--- config.mk ---
export PLATFORM = sky130hd
export DESIGN_NAME = breakout_state_ctrl
export DESIGN_NICKNAME = d
export VERILOG_FILES = /design/src/rtl/breakout_state_ctrl.sv
export SDC_FILE = /design/constraint.sdc
export NUM_CORES = 1
export LEC_CHECK = 0
export ABC_AREA = 1
export BUFFER_PORTS_ARGS = -buffer_cell sky130_fd_sc_hd__buf_2
export CORE_MARGIN = 1.5
export CORE_UTILIZATION = 49
export CTS_CLUSTER_SIZE = 14
export DETAILED_ROUTE_END_ITERATION = 10
export PLACE_DENSITY = 0.77
export SLEW_MARGIN = 25
export SYNTH_ARGS = -nofsm -noshare
export SYNTH_HDL_FRONTEND = slang
export SYNTH_SLANG_ARGS = --single-unit
--- constraint.sdc ---
create_clock -name clk -period 1.65 [get_ports clk]
set_input_delay 0.2475 -clock clk [delete_from_list [all_inputs] [get_ports clk]]
set_output_delay 0.2475 -clock clk [all_outputs]
set_load 0.02 [all_outputs]
--- src/rtl/breakout_state_ctrl.sv ---
// Game sequencer for the breakout core: run/serve/refill control plus lives, level
// and session high score bookkeeping.
module breakout_state_ctrl #(
    parameter int unsigned LIVES_INIT = 3,
    parameter int unsigned SERVE_CYC  = 6_000_000,
    parameter int unsigned MISS_CYC   = 50_000_000,
    parameter int unsigned CLEAR_CYC  = 50_000_000,
    parameter int unsigned OVER_CYC   = 500_000_000
) (
    input  logic        clk,
    input  logic        reset,
    input  logic        start_btn,
    input  logic        pause_btn,
    input  logic        ball_lost,
    input  logic [47:0] bricks_alive,
    input  logic [9:0]  score,
    output logic        game_run,
    output logic        new_game,
    output logic        serve_ball,
    output logic        refill_bricks,
    output logic [2:0]  lives,
    output logic [3:0]  level,
    output logic [9:0]  high_score,
    output logic [2:0]  state_o
);

    localparam int unsigned MAX_A   = (SERVE_CYC > MISS_CYC) ? SERVE_CYC : MISS_CYC;
    localparam int unsigned MAX_B   = (CLEAR_CYC > OVER_CYC) ? CLEAR_CYC : OVER_CYC;
    localparam int unsigned MAX_CYC = (MAX_A > MAX_B) ? MAX_A : MAX_B;
    localparam int unsigned TW      = (MAX_CYC > 1) ? $clog2(MAX_CYC) : 1;

    typedef enum logic [2:0] {
        ST_ATTRACT = 3'd0,
        ST_SERVE   = 3'd1,
        ST_PLAY    = 3'd2,
        ST_PAUSE   = 3'd3,
        ST_MISS    = 3'd4,
        ST_CLEAR   = 3'd5,
        ST_OVER    = 3'd6
    } state_t;

    state_t        state, state_nxt;
    logic [TW-1:0] timer, timer_nxt;
    logic          start_q, pause_q;
    logic          start_e, pause_e;
    logic          game_run_nxt, new_game_nxt, serve_ball_nxt, refill_bricks_nxt;
    logic [2:0]    lives_nxt;
    logic [3:0]    level_nxt;
    logic [9:0]    high_score_nxt;

    assign start_e = start_btn & ~start_q;
    assign pause_e = pause_btn & ~pause_q;
    assign state_o = state;

    // State, dwell timer and button history
    always_ff @(posedge clk or posedge reset) begin
        if (reset) begin
            state   <= ST_ATTRACT;
            timer   <= '0;
            start_q <= 1'b0;
            pause_q <= 1'b0;
        end else begin
            state   <= state_nxt;
            timer   <= timer_nxt;
            start_q <= start_btn;
            pause_q <= pause_btn;
        end
    end

    // Next state; the timer is reloaded with X_CYC-1 on every entry to a timed state
    always_comb begin
        state_nxt = state;
        timer_nxt = (timer == '0) ? '0 : timer - TW'(1);
        case (state)
            ST_ATTRACT: begin
                if (start_e) begin
                    state_nxt = ST_SERVE;
                    timer_nxt = TW'(SERVE_CYC - 1);
                end
            end
            ST_SERVE: begin
                if (timer == '0) state_nxt = ST_PLAY;
            end
            ST_PLAY: begin
                if (ball_lost) begin
                    state_nxt = ST_MISS;
                    timer_nxt = TW'(MISS_CYC - 1);
                end else if (bricks_alive == '0) begin
                    state_nxt = ST_CLEAR;
                    timer_nxt = TW'(CLEAR_CYC - 1);
                end else if (pause_e) begin
                    state_nxt = ST_PAUSE;
                end
            end
            ST_PAUSE: begin
                if (pause_e) state_nxt = ST_PLAY;
            end
            ST_MISS: begin
                if (timer == '0) begin
                    if (lives == '0) begin
                        state_nxt = ST_OVER;
                        timer_nxt = TW'(OVER_CYC - 1);
                    end else begin
                        state_nxt = ST_SERVE;
                        timer_nxt = TW'(SERVE_CYC - 1);
                    end
                end
            end
            ST_CLEAR: begin
                if (timer == '0) begin
                    state_nxt = ST_SERVE;
                    timer_nxt = TW'(SERVE_CYC - 1);
                end
            end
            ST_OVER: begin
                if (start_e) begin
                    state_nxt = ST_SERVE;
                    timer_nxt = TW'(SERVE_CYC - 1);
                end else if (timer == '0) begin
                    state_nxt = ST_ATTRACT;
                end
            end
            default: state_nxt = ST_ATTRACT;
        endcase
    end

    // Output values for the coming cycle, derived from the transition being taken
    always_comb begin
        game_run_nxt      = (state_nxt == ST_PLAY);
        new_game_nxt      = 1'b0;
        serve_ball_nxt    = 1'b0;
        refill_bricks_nxt = 1'b0;
        lives_nxt         = lives;
        level_nxt         = level;
        high_score_nxt    = high_score;

        if ((state == ST_ATTRACT || state == ST_OVER) && state_nxt == ST_SERVE) begin
            new_game_nxt = 1'b1;
            lives_nxt    = 3'(LIVES_INIT);
            level_nxt    = 4'd1;
        end
        if ((state == ST_MISS || state == ST_CLEAR) && state_nxt == ST_SERVE) begin
            serve_ball_nxt = 1'b1;
        end
        if (state == ST_CLEAR && state_nxt == ST_SERVE) begin
            refill_bricks_nxt = 1'b1;
        end
        if (state == ST_PLAY && state_nxt == ST_MISS && lives != 3'd0) begin
            lives_nxt = lives - 3'd1;
        end
        if (state == ST_PLAY && state_nxt == ST_CLEAR && level != 4'd15) begin
            level_nxt = level + 4'd1;
        end
        if (state == ST_MISS && state_nxt == ST_OVER && score > high_score) begin
            high_score_nxt = score;
        end
    end

    // Registered outputs
    always_ff @(posedge clk or posedge reset) begin
        if (reset) begin
            game_run      <= 1'b0;
            new_game      <= 1'b0;
            serve_ball    <= 1'b0;
            refill_bricks <= 1'b0;
            lives         <= 3'(LIVES_INIT);
            level         <= 4'd1;
            high_score    <= '0;
        end else begin
            game_run      <= game_run_nxt;
            new_game      <= new_game_nxt;
            serve_ball    <= serve_ball_nxt;
            refill_bricks <= refill_bricks_nxt;
            lives         <= lives_nxt;
            level         <= level_nxt;
            high_score    <= high_score_nxt;
        end
    end

endmodule
# Word level (Yosys, flattened, before mapping)

Cells that the tools add are included.

RAM bits: 0
Input port bits: 63
Output and inout port bits: 24
Memories kept: 0
Latch bits: 0
Register bits: 55
Bits in read-only memories: 0
Logic and storage cells: 77

Add/subtract/negate cells: 3
Equality and inequality tests: 12
Shift operators: 0
Mux-type cells: 27
Div/mod/pow operators: 0
Multipliers: 0
Bitwise gates (word level): 4
Reductions and logical operators: 19
Magnitude comparators: 1

Operators with widths:

| operator              | number |
|---|---|
| $mux 29               | 7 |
| $pmux 29 s4           | 1 |
| $logic_not 48->1      | 1 |
| $mux 3                | 13 |
| $logic_not 29->1      | 1 |
| $sub 29x1->29 const B | 1 |
| $pmux 3 s7            | 1 |
| $eq 3x3->1 const B    | 6 |
| $gt 10x10->1          | 1 |
| $eq 3x2->1 const B    | 3 |
| $logic_and 1x1->1     | 9 |
| $mux 4                | 2 |
| $eq 3x1->1 const B    | 2 |
| $logic_not 3->1       | 2 |
| $add 4x1->4 const B   | 1 |
| $ne 4x4->1 const B    | 1 |
| $reduce_bool 2->1     | 2 |
| $mux 1                | 3 |
| $reduce_bool 3->1     | 1 |
| $sub 3x1->3 const B   | 1 |
| $and 1x1->1           | 2 |
| $logic_or 1x1->1      | 2 |
| $not 1->1             | 2 |
| $reduce_or 2->1       | 1 |

# Longest topological paths before layout

Gate-level depths: netlist of the first run.

Depth in word-level cells: 10
Mapped depth: 14
Gate-level depth less buffers: 14

# Worst setup path before layout of the first run

OpenSTA, ideal clock, no wires.

Kind: register to register
From: reg high_score[5]
To: reg high_score[1]
Buffers on the path: 1
Arrival: 1.765 ns
Required time: 1.524 ns
Period minus slack after synthesis: 1.891 ns
Setup slack: -0.241 ns
Cell stages (with the launch flop): 13
Setup time: 0.126 ns
Path through: dfrtp_1 > inv_1 > ha_1 > nand2_1 > o21ai_0 > a21oi_1 > o21ai_0 > nand2_1 > nand2_1 > nand2_1 > nor2_4 > buf_4 > o21ai_0

Longest elaborated chain between the ends: 2

Ends and longest elaborated chain:

| what                   | line | source |
|---|---|---|
| from (decl)            | 23   | `output logic [9:0] high_score,` |
| from (signal assigned) | 176  | `high_score <= high_score_nxt;` |
| $gt 10x10->1           | 154  | `if (state == ST_MISS && state_nxt == ST_OVER && score > high_score) begin` |
| $logic_and 1x1->1      | 154  |  |

Every way passes these cells.
A chain may end at the register's enable or synchronous reset.

# Final worst setup path of the first run

From: reg timer[26]
To: reg timer[1]

Longest elaborated chain between the ends: 5
Elaborated cells on any way between the ends: 8
Those cells by class: mux: 7; reduce/logical: 1

Ends and longest elaborated chain:

| what                   | line        | source |
|---|---|---|
| from (decl)            | 43          | `logic [TW-1:0] timer, timer_nxt;` |
| from (signal assigned) | 64          | `timer <= timer_nxt;` |
| $logic_not 29->1 (*)   | 73, 99, 110 |  |
| $mux 29                | 73          | `timer_nxt = (timer == '0) ? '0 : timer - TW'(1);` |
| $mux 29                | 88          | `end else if (bricks_alive == '0) begin` |
| $mux 29                | 85          | `if (ball_lost) begin` |
| $pmux 29 s4 (*)        | 74          | `case (state)` |
| named net timer_nxt[1] | 43          |  |

Mark *: on every way through the listed nets, which the timed path passes. The rest lies on a longest branch.

==> run summary, run 1 <==
The reg2reg setup slack came out at -0.49 ns. The number of hold-slack violations in the final timing report came out at 0. Cells with a size suffix above 1 make up 50.5% of the layout. In this run the mean area of a mapped cell was 7.74 µm². In the routed design, unresolved DRC markers number 0. The power density of the placed cells came out at 901 nW/µm². The number of placement rows came out at 30. The synthesized instance count came out at 447.

The first-pass GRT wire length is 17.2 mm. The flip-flop cell with the highest count after synthesis is sky130_fd_sc_hd__dfrtp_1. The final core utilization came out at 79.9%.

The number of nets in the synthesized netlist is 524. The worst register-to-register path has a depth of 12. For the worst-skew pair, the clock arrives at the later sink with an insertion delay of 0.33 ns. The area of all sequential standard cells came out at 1390 µm².

The worst clock skew is 0.00965 ns. After layout, the minimum clock period comes to 2.14 ns. The fill cell instance count of the final layout came out at 405. Leaving out fill and tap cells, the most frequent cells in the layout are sky130_fd_sc_hd__buf_4, sky130_fd_sc_hd__buf_2, sky130_fd_sc_hd__nand2_1. For this block, the initial DRC count from the detailed router was 301. Counting distinct cell types in the post-synthesis netlist gives 36.

The mean number of vias per cell is 5.26. The startpoint identified for the worst register-to-register timing path is timer[26]. The launching element type of the critical path is a register. The global-route congestion overflow total is 0. The cell area that synthesis handed to floorplanning was 3460 µm².

The end of the critical path is timer[1]. Pin placement for this block handled 87 I/O pins. Counting flops with a built-in enable in the synthesized netlist gives 0. The max-slew violation total from the final report came out at 0. The maximum vdd drop came out at 920 µV. The launching element of the worst setup path is timer[26]. The actual slew at the worst max-slew pin came out at 0.521 ns. STA classifies the critical path endpoint as a register.

The number of global-route vias before repair is 3934. Measured along the y axis, the die boundary spans 87.0 µm. The final cycle utilization of the critical path is 129%. The HPWL reported at the end of detailed placement came out at 7.30 mm.

The library cell used most frequently in the layout, excluding fill and tap cells, is sky130_fd_sc_hd__buf_4. The largest fanout on the critical path came out at 3. The average wire per cell in the routed design is 15.7 µm.

The clock input transition at the sequential cells of the worst setup and hold paths came out at 0.11 ns. The share of flip-flops with an asynchronous set or reset is 100%. The post-place instance area is 4730 µm². The worst path required time came out at 1.86 ns. The die boundary width came out at 87.0 µm.

The number of clock sinks came out at 55. The area growth from synthesis to final layout came out at 56.8%. Input and output buffers added on the ports amount to 86. The post-route cell area came out at 5430 µm². The kind of critical path is reg -> reg. Entering global routing, the biggest net connects 42 pins. Setup violations remaining at the end of the flow were counted as 52.

The final reports fail on negative setup slack. The headroom to the max-slew limit is 65.0%. Setup slack on the critical path of the routed design comes to -0.486 ns.

The number of clock buffers added by TritonCTS is 5. The cell leakage power is 2.70 nW. The number of diodes is 0. The number of max-capacitance violations reported came out at 0. The global placement routability congestion came out at 0.878. The endpoint identified for the worst register-to-register timing path is timer[1]. Setup repair after global routing could not meet its margin everywhere. The effective utilization at floorplan is 50.9%. Global routing consumed, over all layers together, 28.9% of the routing resources. The area enclosed by the die boundary is 7580 µm².

The data arrival time of the critical path came out at 2.35 ns. The overall via count from detail_route came out at 3893. Summing all multi-input logic gate instances after layout gives 2270 µm². The number of synthesis warnings came out at 0. The master cell of the clock root buffer is sky130_fd_sc_hd__clkbuf_8. The wire length after detailed routing came out at 11.7 mm. The final worst hold slack is 0.0452 ns.

The flow ran to the end, but the final reports show violations. The number of register bits inferred by synthesis is 55. The total number of H-tree levels is 2.

The path type of the worst min-delay path is in -> reg. The maximum root-to-sink buffer count is 2. The initial antenna violation count is 0. The count of nets after finishing is 720.

The setup TNS after final layout came out at -14.94 ns. The TritonCTS clock tree is built. For this run, the register share of the synthesized area comes to 39.9%. The fmax is 468 MHz. The number of search-and-repair iterations in the first detailed-routing pass came out at 5. The region available for standard cell placement spans 6790 µm². The count of nets left with antenna violations once routing finished came out at 0.
[cells in the mapped netlist, drive strengths merged (2+ instances only)]
cell type	number	area (µm²)
ha	14	175
nor3	9	66.3
xor2	15	131
inv	55	206
nor4	2	12.5
nand2	93	359
dfstp	3	78.8
dfrtp	52	1300
buf	4	21.3
xnor2	9	78.8
and3	2	12.5
nand3	26	150
a21oi	12	67.6
o21ai	45	229
nor2	88	424
o31ai	4	30.0
nand4	10	83.8
[logic make-up (layout without fill, tap and decap cells)]
kind of cell             Yosys count  count (layout)  share of synthesized area, %
AO/OA/AOI/OAI                     64              64                          10.2
adder cells (fa/ha/maj)           14              14                          5.06
buffers and inverters             59             256                          6.58
flip-flops                        55              55                          39.9
AND/OR/NAND/NOR                  231             231                          32.2
XOR/XNOR                          24              24                          6.07
[repair_timing]
| action | 4_1_cts | 5_1_grt |
|---|---|---|
| setup endpoints to repair | 49 | 52 |
| buffers inserted | 16 | 12 |
| pin swaps | 30 | 22 |
| hold buffers | 1 | 0 |
| resized for setup | 55 | 54 |
| endpoints found under the hold margin | 13 | 0 |
[power breakdown]
part	switching, W	internal, W	total [W]	leakage [nW]
sequential	0.000181	0.00156	0.00174	0.631
combinational	0.00119	0.000994	0.00219	2.01
clock	0.000499	0.000458	0.000958	0.0548
[routing by layer]
metal | track usage [%] | part of all wire [%] | vias to the layer above
met1 | 33.5 | 38 | 1851
met5 | 0 | 0 | -
met3 | 4.17 | 4.2 | 55
met4 | 11.6 | 4.5 | 0
li1 | - | - | 1836
met2 | 53.1 | 53 | 151
[cell type report]
| class | count | area share, % |
|---|---|---|
| Tap cell | 96 | 2.21 |
| Clock inverter | 3 | 0.853 |
| Timing Repair Buffer | 193 | 24.4 |
| Clock buffer | 5 | 1.27 |
| Sequential cell | 55 | 25.6 |
| Multi-Input combinational cell | 333 | 41.8 |
| Inverter | 55 | 3.85 |
[per-stage QoR]
step / cells / power (W) / setup WS, ns
floorplan: 447 / 0.00266 / -0.0864
global placement: 704 / 0.00341 / -0.174
detailed placement: 704 / 0.00348 / -0.247
CTS: 728 / 0.00455 / -0.246
global route: 740 / 0.00509 / -0.540
finish: 740 / 0.00489 / -0.486
[sequential cells by signal, summed over array words and instances (netlist names)]
name	cells
serve_ball	1
new_game	1
start_q	1
timer	29
lives	3
level	4
high_score	10
game_run	1
pause_q	1
refill_bricks	1
state_o	3
[worst max-delay path, cell delays in order (launching register included)]
cell,delay [ns]
sky130_fd_sc_hd__dfrtp_1,0.42
sky130_fd_sc_hd__nor2_1,0.19
sky130_fd_sc_hd__nand2_2,0.13
sky130_fd_sc_hd__nor2_4,0.17
sky130_fd_sc_hd__buf_4,0.15
sky130_fd_sc_hd__nand4_4,0.13
sky130_fd_sc_hd__buf_4,0.16
sky130_fd_sc_hd__inv_1,0.07
sky130_fd_sc_hd__nor2_1,0.06
sky130_fd_sc_hd__o21ai_1,0.18
sky130_fd_sc_hd__o2111ai_1,0.14
sky130_fd_sc_hd__o21ai_1,0.15
sky130_fd_sc_hd__inv_1,0.08
[worst min-delay path by stage]
| stage | start | end | slack [ns] | depth (start not counted) |
|---|---|---|---|---|
| 6_report | pause_btn | pause_q | 0.05 | 1 |
| 5_1_grt | start_btn | start_q | 0.04 | 1 |
| 4_1_cts | pause_btn | pause_q | 0.06 | 1 |
| 3_5_place_dp | reset | high_score[7] | 0.23 | 2 |
| 3_3_place_gp | reset | high_score[6] | 0.23 | 2 |
| 2_1_floorplan | pause_btn | pause_q | 0.28 | 0 |
No activity file was read; power rests on OpenSTA's default activity.
==> run 2: changes to the inputs <==
Settings changed: ABC_AREA 1 to not set, CORE_UTILIZATION 49 to 48.
==> run 2 against run 1 <==
Setup slack lost 0.41 ns. The flow still finishes with violations (negative setup slack). Critical endpoint is now timer[9]. Global-route usage shrank 2.0 points. Sequential cell count is the same. Die area shrank 3.0%. Non-clock buffer count is the same. Area after synthesis shrank 5.1%. Largest power group unchanged. Via count shrank 6.8%. Register-to-register slack lost 0.41 ns. Critical path depth shrank 1. Sequential share of layout area grew 1.5 points. Critical path type unchanged.
==> run summary, run 2 <==
The checks that failed: negative setup slack. The largest registers in the layout are timer (29), high_score (10), level (4). The endpoint of the worst register-to-register path is timer[9].

The maximum vdd drop is 602 µV. The fmax is 393 MHz. The wire length after detailed routing is 11.5 mm. TritonCTS built the clock tree. The global-route congestion overflow total is 0. Global routing used 26.9% of the available tracks across all layers.

The path type of the worst min-delay path is in -> reg. The headroom to the max-slew limit is 67.6%. The initial antenna violation count is 0.

The setup slack after layout came out at -0.894 ns. At the end of routability-driven placement, the weighted congestion stood at 0.881. The most common cell after layout, fill and taps aside is sky130_fd_sc_hd__buf_4. In this run the number of H-tree levels came out at 2. The synthesized instance count is 340. The part of the total power dissipated in the clock network is 23.7%. Dividing the detail-routed wire length by the instance count gives 19.0 µm.

Data on the critical path arrives at its endpoint at 2.76 ns. For this design, the slowest cell found on the critical path is sky130_fd_sc_hd__dfrtp_1. The area enclosed by the die boundary came out at 7350 µm². After detailed placement, the design holds a cell count of 579. The tree is rooted in a sky130_fd_sc_hd__clkbuf_8.

In the post-synthesis netlist, the cell with the most instances is sky130_fd_sc_hd__dfrtp_1. The worst path required time came out at 1.86 ns. The number of diodes is 0. The number of hold-slack violations in the final timing report is 0. The internal power of the cells is 0.00299 W.

The average instance in the mapped netlist occupies 9.66 µm². The post-place instance area came out at 4450 µm². The floorplan has 29 rows.

The number of global-route vias before repair came out at 3364. The largest fanout on the critical path is 5. The flip-flop count of the largest register after layout is 29. In this run the critical register-to-register path is launched from timer[1]. The clock insertion delay at the later pin of the skew report came out at 0.32 ns. The die boundary width came out at 85.7 µm.

The switching portion of total power is 34.6%. Walking the worst path, the cells encountered are inv_2 > ha_4 > nor4b_4 > buf_4 > nand4_1 > nor2_4 > mux2i_2 > a21bo_4 > buf_12 > clkinv_8 > nor4_2. Broken down by cell family, the worst path's largest delay share belongs to simple AND/OR/NAND/NOR gates. The effective utilization at floorplan came out at 50.5%.

The mean number of vias per cell came out at 5.98. At the pin with the least slew margin, the transition time is 0.485 ns. The power density of the placed cells came out at 897 nW/µm². The number of register bits inferred by synthesis is 55.

The proportion of power drawn by flip-flops and latches is 34.8%. The worst-case reg-to-reg path depth came out at 11. The overall via count from detail_route came out at 3630.

The commonest cells after synthesis are sky130_fd_sc_hd__dfrtp_1, sky130_fd_sc_hd__nand2_1, sky130_fd_sc_hd__nor2_1. The startpoint of the most critical hold path is start_btn. For this run, design rule violations remaining after detail routing come to 0.

For hold timing, the worst endpoint is start_q. The number of distinct standard cells referenced by the synthesized netlist came out at 58. The synthesized cell area is 3280 µm².

The final critical path time including I/O delays and setup came out at 2.54 ns. Among all flip-flop cells after synthesis, the most frequent one is sky130_fd_sc_hd__dfrtp_1. The register area share after synthesis is 42.0%.

The number of synthesized flops with an enable pin is 0. The worst setup path is of the reg -> reg kind. Clock-pin slew was measured on the worst setup and hold paths at 0.10 ns. The final instance count without filler cells came out at 607.

The max-slew violation total from the final report came out at 0. The area growth from synthesis to final layout is 55.0%. Entering global routing, the biggest net connects 56 pins. More flip-flops sit in one register than any other, and that register is timer. Setup violations remaining at the end of the flow were counted as 53. The total I/O pin count came out at 87. The first global-routing pass estimated 15.7 mm of wire.

In the post-synthesis netlist, the biggest area contributors are sky130_fd_sc_hd__dfrtp_1, sky130_fd_sc_hd__ha_1, sky130_fd_sc_hd__xor2_1, sky130_fd_sc_hd__mux2_2, sky130_fd_sc_hd__nand4_1. The largest incremental delay on the critical path is 0.41 ns. The share of Yosys cell area claimed by the top area cell type is 39.6%. For this design, the sink count on the clock tree is 55. The number of buffers inserted during clock tree synthesis came out at 5. STA classifies the critical path startpoint as a register.

The depth of the worst hold-timing path came out at 1. The worst path uses 154% of the clock period. The maximum root-to-sink buffer count came out at 2. The core region is 6490 µm². The top cell types in the final layout, fill and taps aside, are sky130_fd_sc_hd__buf_4, sky130_fd_sc_hd__buf_2, sky130_fd_sc_hd__dfrtp_1.

The number of search-and-repair iterations in the first detailed-routing pass came out at 5. Port buffering added 86 buffers. In this run, the number of DRC markers left after iteration 0 of detailed routing was 314. The flow ran to the end, but the final reports show violations. The library cell occupying the most area in the post-synthesis netlist is sky130_fd_sc_hd__dfrtp_1.

The worst setup path is captured at a register. The number of max-capacitance violations reported is 0. The HPWL reported at the end of detailed placement came out at 6.66 mm. Combinational cells account for 41.5% of the total power.

The worst clock skew is 0.00875 ns. The post-route antenna net violation count came out at 0. The cell leakage power came out at 2.44 nW.

When the netlist entered floorplanning its net count stood at 417. The setup TNS after final layout is -40.44 ns. The critical path contains buffers and inverters numbering 4 combined. The post-route cell area is 5090 µm². The post-route netlist has 50.9% of its cells at a drive strength greater than 1. The vertical die dimension is 85.7 µm. The count of nets after finishing is 606. Setup repair after global routing could not meet its margin everywhere. The switching component of the power is 0.00158 W. The number of synthesis warnings came out at 0. The setup check on the worst reg-to-reg path leaves a slack of -0.89 ns. After synthesis, the share of flip-flops with an asynchronous set or reset is 100%.
## run 2: cell count changes after synthesis, moves of 10 or more
| cell | delta |
|---|---|
| sky130_fd_sc_hd__inv_1 | -32 |
| sky130_fd_sc_hd__mux2_2 | +10 |
| sky130_fd_sc_hd__nand2_1 | -66 |
| sky130_fd_sc_hd__nor2_1 | -52 |
| sky130_fd_sc_hd__nor2b_1 | +10 |
| sky130_fd_sc_hd__nor4_1 | +14 |
| sky130_fd_sc_hd__o21ai_0 | -26 |
## run 2: what timing repair did
action	in CTS	in global routing
setup endpoints to repair	53	53
gates cloned	0	1
pin swaps	5	27
hold buffers	1	0
resized for setup	18	68
setup buffers	7	21
endpoints found under the hold margin	52	0
## run 2: cell type report
class | count | area [µm²]
clock inverters | 2 | 60.1
flip-flops and latches | 55 | 1380
multi-input cells | 254 | 2060
fillers | 411 | 1410
repair inverters | 1 | 16.3
well taps | 77 | 96.3
repair buffers | 193 | 1330
clock buffers | 6 | 72.6
inverters | 19 | 76.3
## run 2: how the worst max path moves through the flow
| stage | end | slack (ns) | startpoint | cells past startpoint |
|---|---|---|---|---|
| 5_1_grt | timer[21] | -0.99 | timer[1] | 11 |
| 2_1_floorplan | high_score[0] | -0.70 | timer[0] | 8 |
| 3_5_place_dp | high_score[6] | -0.70 | timer[0] | 9 |
| 6_report | timer[9] | -0.89 | timer[1] | 11 |
| 3_3_place_gp | high_score[8] | -0.62 | timer[0] | 9 |
| 4_1_cts | high_score[0] | -0.69 | timer[0] | 9 |
## run 2: routing by layer
| metal | track usage, % | part of all wire (%) |
|---|---|---|
| met1 | 34.9 | 39 |
| met5 | 0 | 0 |
| met2 | 46.3 | 50 |
| met3 | 3.85 | 6.8 |
| met4 | 9.09 | 4.3 |
## run 2: per-stage QoR
stage	total power (W)	util, %	hold slack [ns]	worst slack (ns)
detailed placement	0.00271	68.5	0.329	-0.701
CTS	0.00392	72.4	0.0374	-0.691
finish	0.00457	78.4	0.0426	-0.894
floorplan	0.00220	-	0.279	-0.699
global placement	0.00268	68.5	0.322	-0.619
global route	0.00475	78.4	0.0331	-0.986
## run 2: logic make-up (layout without fill, tap and decap cells)
family                   count (synthesis)  in the layout  share of synthesized area, %
AND/OR/NAND/NOR                        149            149                          26.8
AO/OA/AOI/OAI                           56             56                          11.7
flip-flops                              55             55                          42.0
buffers and inverters                   31            221                          3.92
XOR/XNOR                                23             23                          6.14
adder cells (fa/ha/maj)                 14             14                          5.34
multiplexers                            12             12                          4.04
## run 2: power groups by stage
stage               sequential [W]  combinational (W)  clock [W]
floorplan                  0.00159           0.000604          0
global placement           0.00157            0.00110          0
detailed placement         0.00158            0.00114          0
CTS                        0.00155            0.00129    0.00108
global route               0.00160            0.00201    0.00115
finish                     0.00159            0.00190    0.00108
## run 2: worst register-to-register path: stages (launching register included)
cell and delay (ns):
sky130_fd_sc_hd__dfrtp_1 0.41, sky130_fd_sc_hd__inv_2 0.07, sky130_fd_sc_hd__ha_4 0.14, sky130_fd_sc_hd__nor4b_4 0.22, sky130_fd_sc_hd__buf_4 0.17, sky130_fd_sc_hd__nand4_1 0.18, sky130_fd_sc_hd__nor2_4 0.28, sky130_fd_sc_hd__mux2i_2 0.31
sky130_fd_sc_hd__a21bo_4 0.22, sky130_fd_sc_hd__buf_12 0.12, sky130_fd_sc_hd__clkinv_8 0.06, sky130_fd_sc_hd__nor4_2 0.26
==> run 3: changes to the inputs <==
Settings changed: ABC_AREA set to 1, CORE_UTILIZATION 48 to 49, SKIP_LAST_GASP set to 1.
==> run 3 against run 2 <==
Clock skew up 0.0042 ns. Sequential power up 9%. Worst hold slack better by 0.0025 ns. Power up 5.8%. Via count up 7.5%. Critical endpoint is now timer[11]. Critical path depth down 1. Design area up 6.8%. The flow still finishes with violations (negative setup slack). Global-route usage up 1.8 points. Highest routed layer unchanged. Clock-buffer cell count down 1. Sequential cell count unchanged.
==> run summary, run 3 (synthesis results as in run 1) <==
The run finished, with violations left. The checks that failed: negative setup slack. The analysis attributes to net switching a power of 0.00182 W. The path type of the worst min-delay path is in -> reg. The number of global-route vias before repair is 3965. The worst clock skew came out at 0.0129 ns.

The top cell types in the final layout, fill and taps aside, are sky130_fd_sc_hd__buf_4, sky130_fd_sc_hd__buf_2, sky130_fd_sc_hd__nand2_1. The startpoint of the most critical hold path is pause_btn. The number of buffers inserted during clock tree synthesis is 5.

The maximum number of pins on one net before global-route repair is 42. No sink is reached through more buffers than the 2 on the longest clock path. VDD sags by at most 956 µV. The total I/O pin count is 87. The part of the total power dissipated in the clock network came out at 19.9%.

The die boundary width is 87.0 µm. The power density of the placed cells is 889 nW/µm². The number of diodes came out at 0. In the post-route analysis, the smallest setup slack over all paths is -0.348 ns. Hold timing on the final database bottoms out at a slack of 0.0451 ns.

The area taken by multi-input logic gates is 2310 µm². The data arrival time of the critical path is 2.22 ns. The count of nets after finishing is 718.

The total number of H-tree levels is 2. The die covers 7580 µm². The internal power of the cells is 0.00301 W.

The setup TNS after final layout came out at -13.32 ns. The mean number of vias per cell is 5.29. The core outline area is 6790 µm². Along the worst hold path, the cell count comes to 1. The final cycle utilization of the critical path came out at 121%. In the global route stage, overall resource usage came out at 28.7%. The slowest cell on the critical path is sky130_fd_sc_hd__dfrtp_1. Traced cell by cell, the critical path runs through nor2_2 > nand2_2 > nor2_4 > nand4_4 > buf_4 > buf_8 > nor2_4 > a21oi_4 > buf_4 > o21ai_0. Along the worst path, the maximum fanout reaches 7.

The area of all sequential standard cells is 1390 µm². The number of hold-slack violations in the final timing report came out at 0. The number of clock sinks came out at 55. The max-slew violation total from the final report is 0. For the pin with the worst max-slew slack, the measured transition is 0.519 ns. Setup repair after global routing could not meet its margin everywhere. The worst-case reg-to-reg path depth is 10. For this run, design rule violations remaining after detail routing come to 0. The post-route total power came out at 0.00483 W. STA puts the critical path data required time at 1.88 ns.

The final layout contains routed wiring with a total length of 11.6 mm. At the end of routability-driven placement, the weighted congestion stood at 0.878. The first-pass GRT wire length is 17.1 mm.

TritonCTS built the clock tree. Of the total power, registers draw 36.0%. The effective utilization at floorplan is 50.9%. The endpoint identified for the worst register-to-register timing path is timer[11]. The sum of buffers and inverters on the critical path is 3. Counting tap cells, the placed design contains a total of 704 instances. Counting the fill cells in the layout gives 401. The worst setup path is launched from a register. The worst-case hold path end point is pause_q. For this block, the via count after detailed routing is 3904. The flip-flop count of the largest register after layout is 29. The register with the most flip-flops in the final layout is timer. Detailed placement finished with a half-perimeter wire length of 7.30 mm. Cells with a size suffix above 1 make up 51.1% of the layout. The post-route antenna net violation count came out at 0. The largest registers in the layout are timer (29), high_score (10), level (4). The clock insertion delay at the later pin of the skew report is 0.32 ns. The switching portion of total power is 37.7%. The number of input and output port buffers inserted came out at 86. Of the total power, combinational logic draws 44.1%. The number of search-and-repair iterations in the first detailed-routing pass came out at 6.

Subtracting the final worst setup slack from the clock period gives 2.00 ns. After detailed routing, the average wire length per cell comes to 15.7 µm. The number of placement rows is 30. The die is 87.0 µm tall. The kind of critical path is reg -> reg. The final core utilization is 80.0%. Leaving out fill and tap cells, the most frequent cell in the layout is sky130_fd_sc_hd__buf_4. The master cell of the clock root buffer is sky130_fd_sc_hd__clkbuf_8. STA classifies the critical path endpoint as a register.

Setup violations remaining at the end of the flow were counted as 52. The clock input transition at the sequential cells of the worst setup and hold paths is 0.12 ns. The reg2reg setup slack is -0.35 ns. After the flow finishes, the layout carries non-filler instances totaling 738. The cell family contributing the most delay on the critical path is simple AND/OR/NAND/NOR gates.

Relative to the synthesized area, the layout overhead comes to 57.1%. The fmax is 500 MHz. The initial antenna violation count is 0. The headroom to the max-slew limit came out at 65.1%. The number of DRC markers after the initial detailed-route iteration is 292. The largest incremental delay on the critical path is 0.42 ns. The cell leakage power came out at 2.67 nW. The number of max-capacitance violations reported is 0. For this run the aggregate overflow at the end of global routing stands at 0.

The origin of the critical flop-to-flop path is timer[25]. The cell count along the critical path came out at 10.
[run 3: cell count changes in the layout (fill, tap and decap cells not counted), sizes merged, moves of 6 or more]
cell,before,now
nor2,25,88
o21ai,18,45
mux2,10,0
nand2,23,93
nor2b,10,0
nand2b,6,0
nor4,19,2
a21oi,6,12
nand3,17,26
nand4,16,10
inv,18,56
[run 3: how the worst max path moves through the flow]
| stage | startpoint | to | slack [ns] |
|---|---|---|---|
| floorplan | high_score[3] | high_score[1] | -0.09 |
| global placement | timer[24] | timer[1] | -0.17 |
| detailed placement | timer[1] | lives[2] | -0.25 |
| CTS | timer[1] | refill_bricks | -0.25 |
| global route | timer[20] | game_run | -0.41 |
| finish | timer[25] | timer[11] | -0.35 |
[run 3: routing by layer]
layer / up-vias / track usage [%] / wire (µm)
met5: - / 0 / 0
met4: 0 / 11.4 / 410
met3: 46 / 4.74 / 508
met2: 141 / 53.8 / 6260
met1: 1876 / 32.1 / 4390
li1: 1841 / - / -
[run 3: per-stage QoR]
stage	setup WS, ns	cell area [µm²]
after floorplan	-0.0864	3570
after global placement	-0.174	4730
after detailed placement	-0.247	4730
after CTS	-0.246	5140
after global routing	-0.408	5440
final	-0.348	5440
[run 3: area by class of cell]
cell class	count	area share, %
Inverter	55	3.89
Multi-Input combinational cell	333	42.4
Sequential cell	55	25.6
Timing Repair Buffer	191	23.8
Clock buffer	5	1.27
Tap cell	96	2.21
Clock inverter	3	0.852
[run 3: what timing repair did]
action | 4_1_cts | 5_1_grt
resized for setup | 49 | 68
endpoints found under the setup margin | 49 | 52
buffers inserted | 16 | 12
pin swaps | 30 | 32
hold endpoints to repair | 13 | 0
hold buffers | 1 | 0
[run 3: power groups by stage]
| stage | sequential [W] | clock [W] | combinational [W] |
|---|---|---|---|
| after global placement | 0.00173 | 0 | 0.00168 |
| after floorplan | 0.00181 | 0 | 0.000849 |
| final | 0.00174 | 0.000960 | 0.00213 |
| after detailed placement | 0.00174 | 0 | 0.00174 |
| after global routing | 0.00176 | 0.00100 | 0.00229 |
| after CTS | 0.00171 | 0.000943 | 0.00189 |
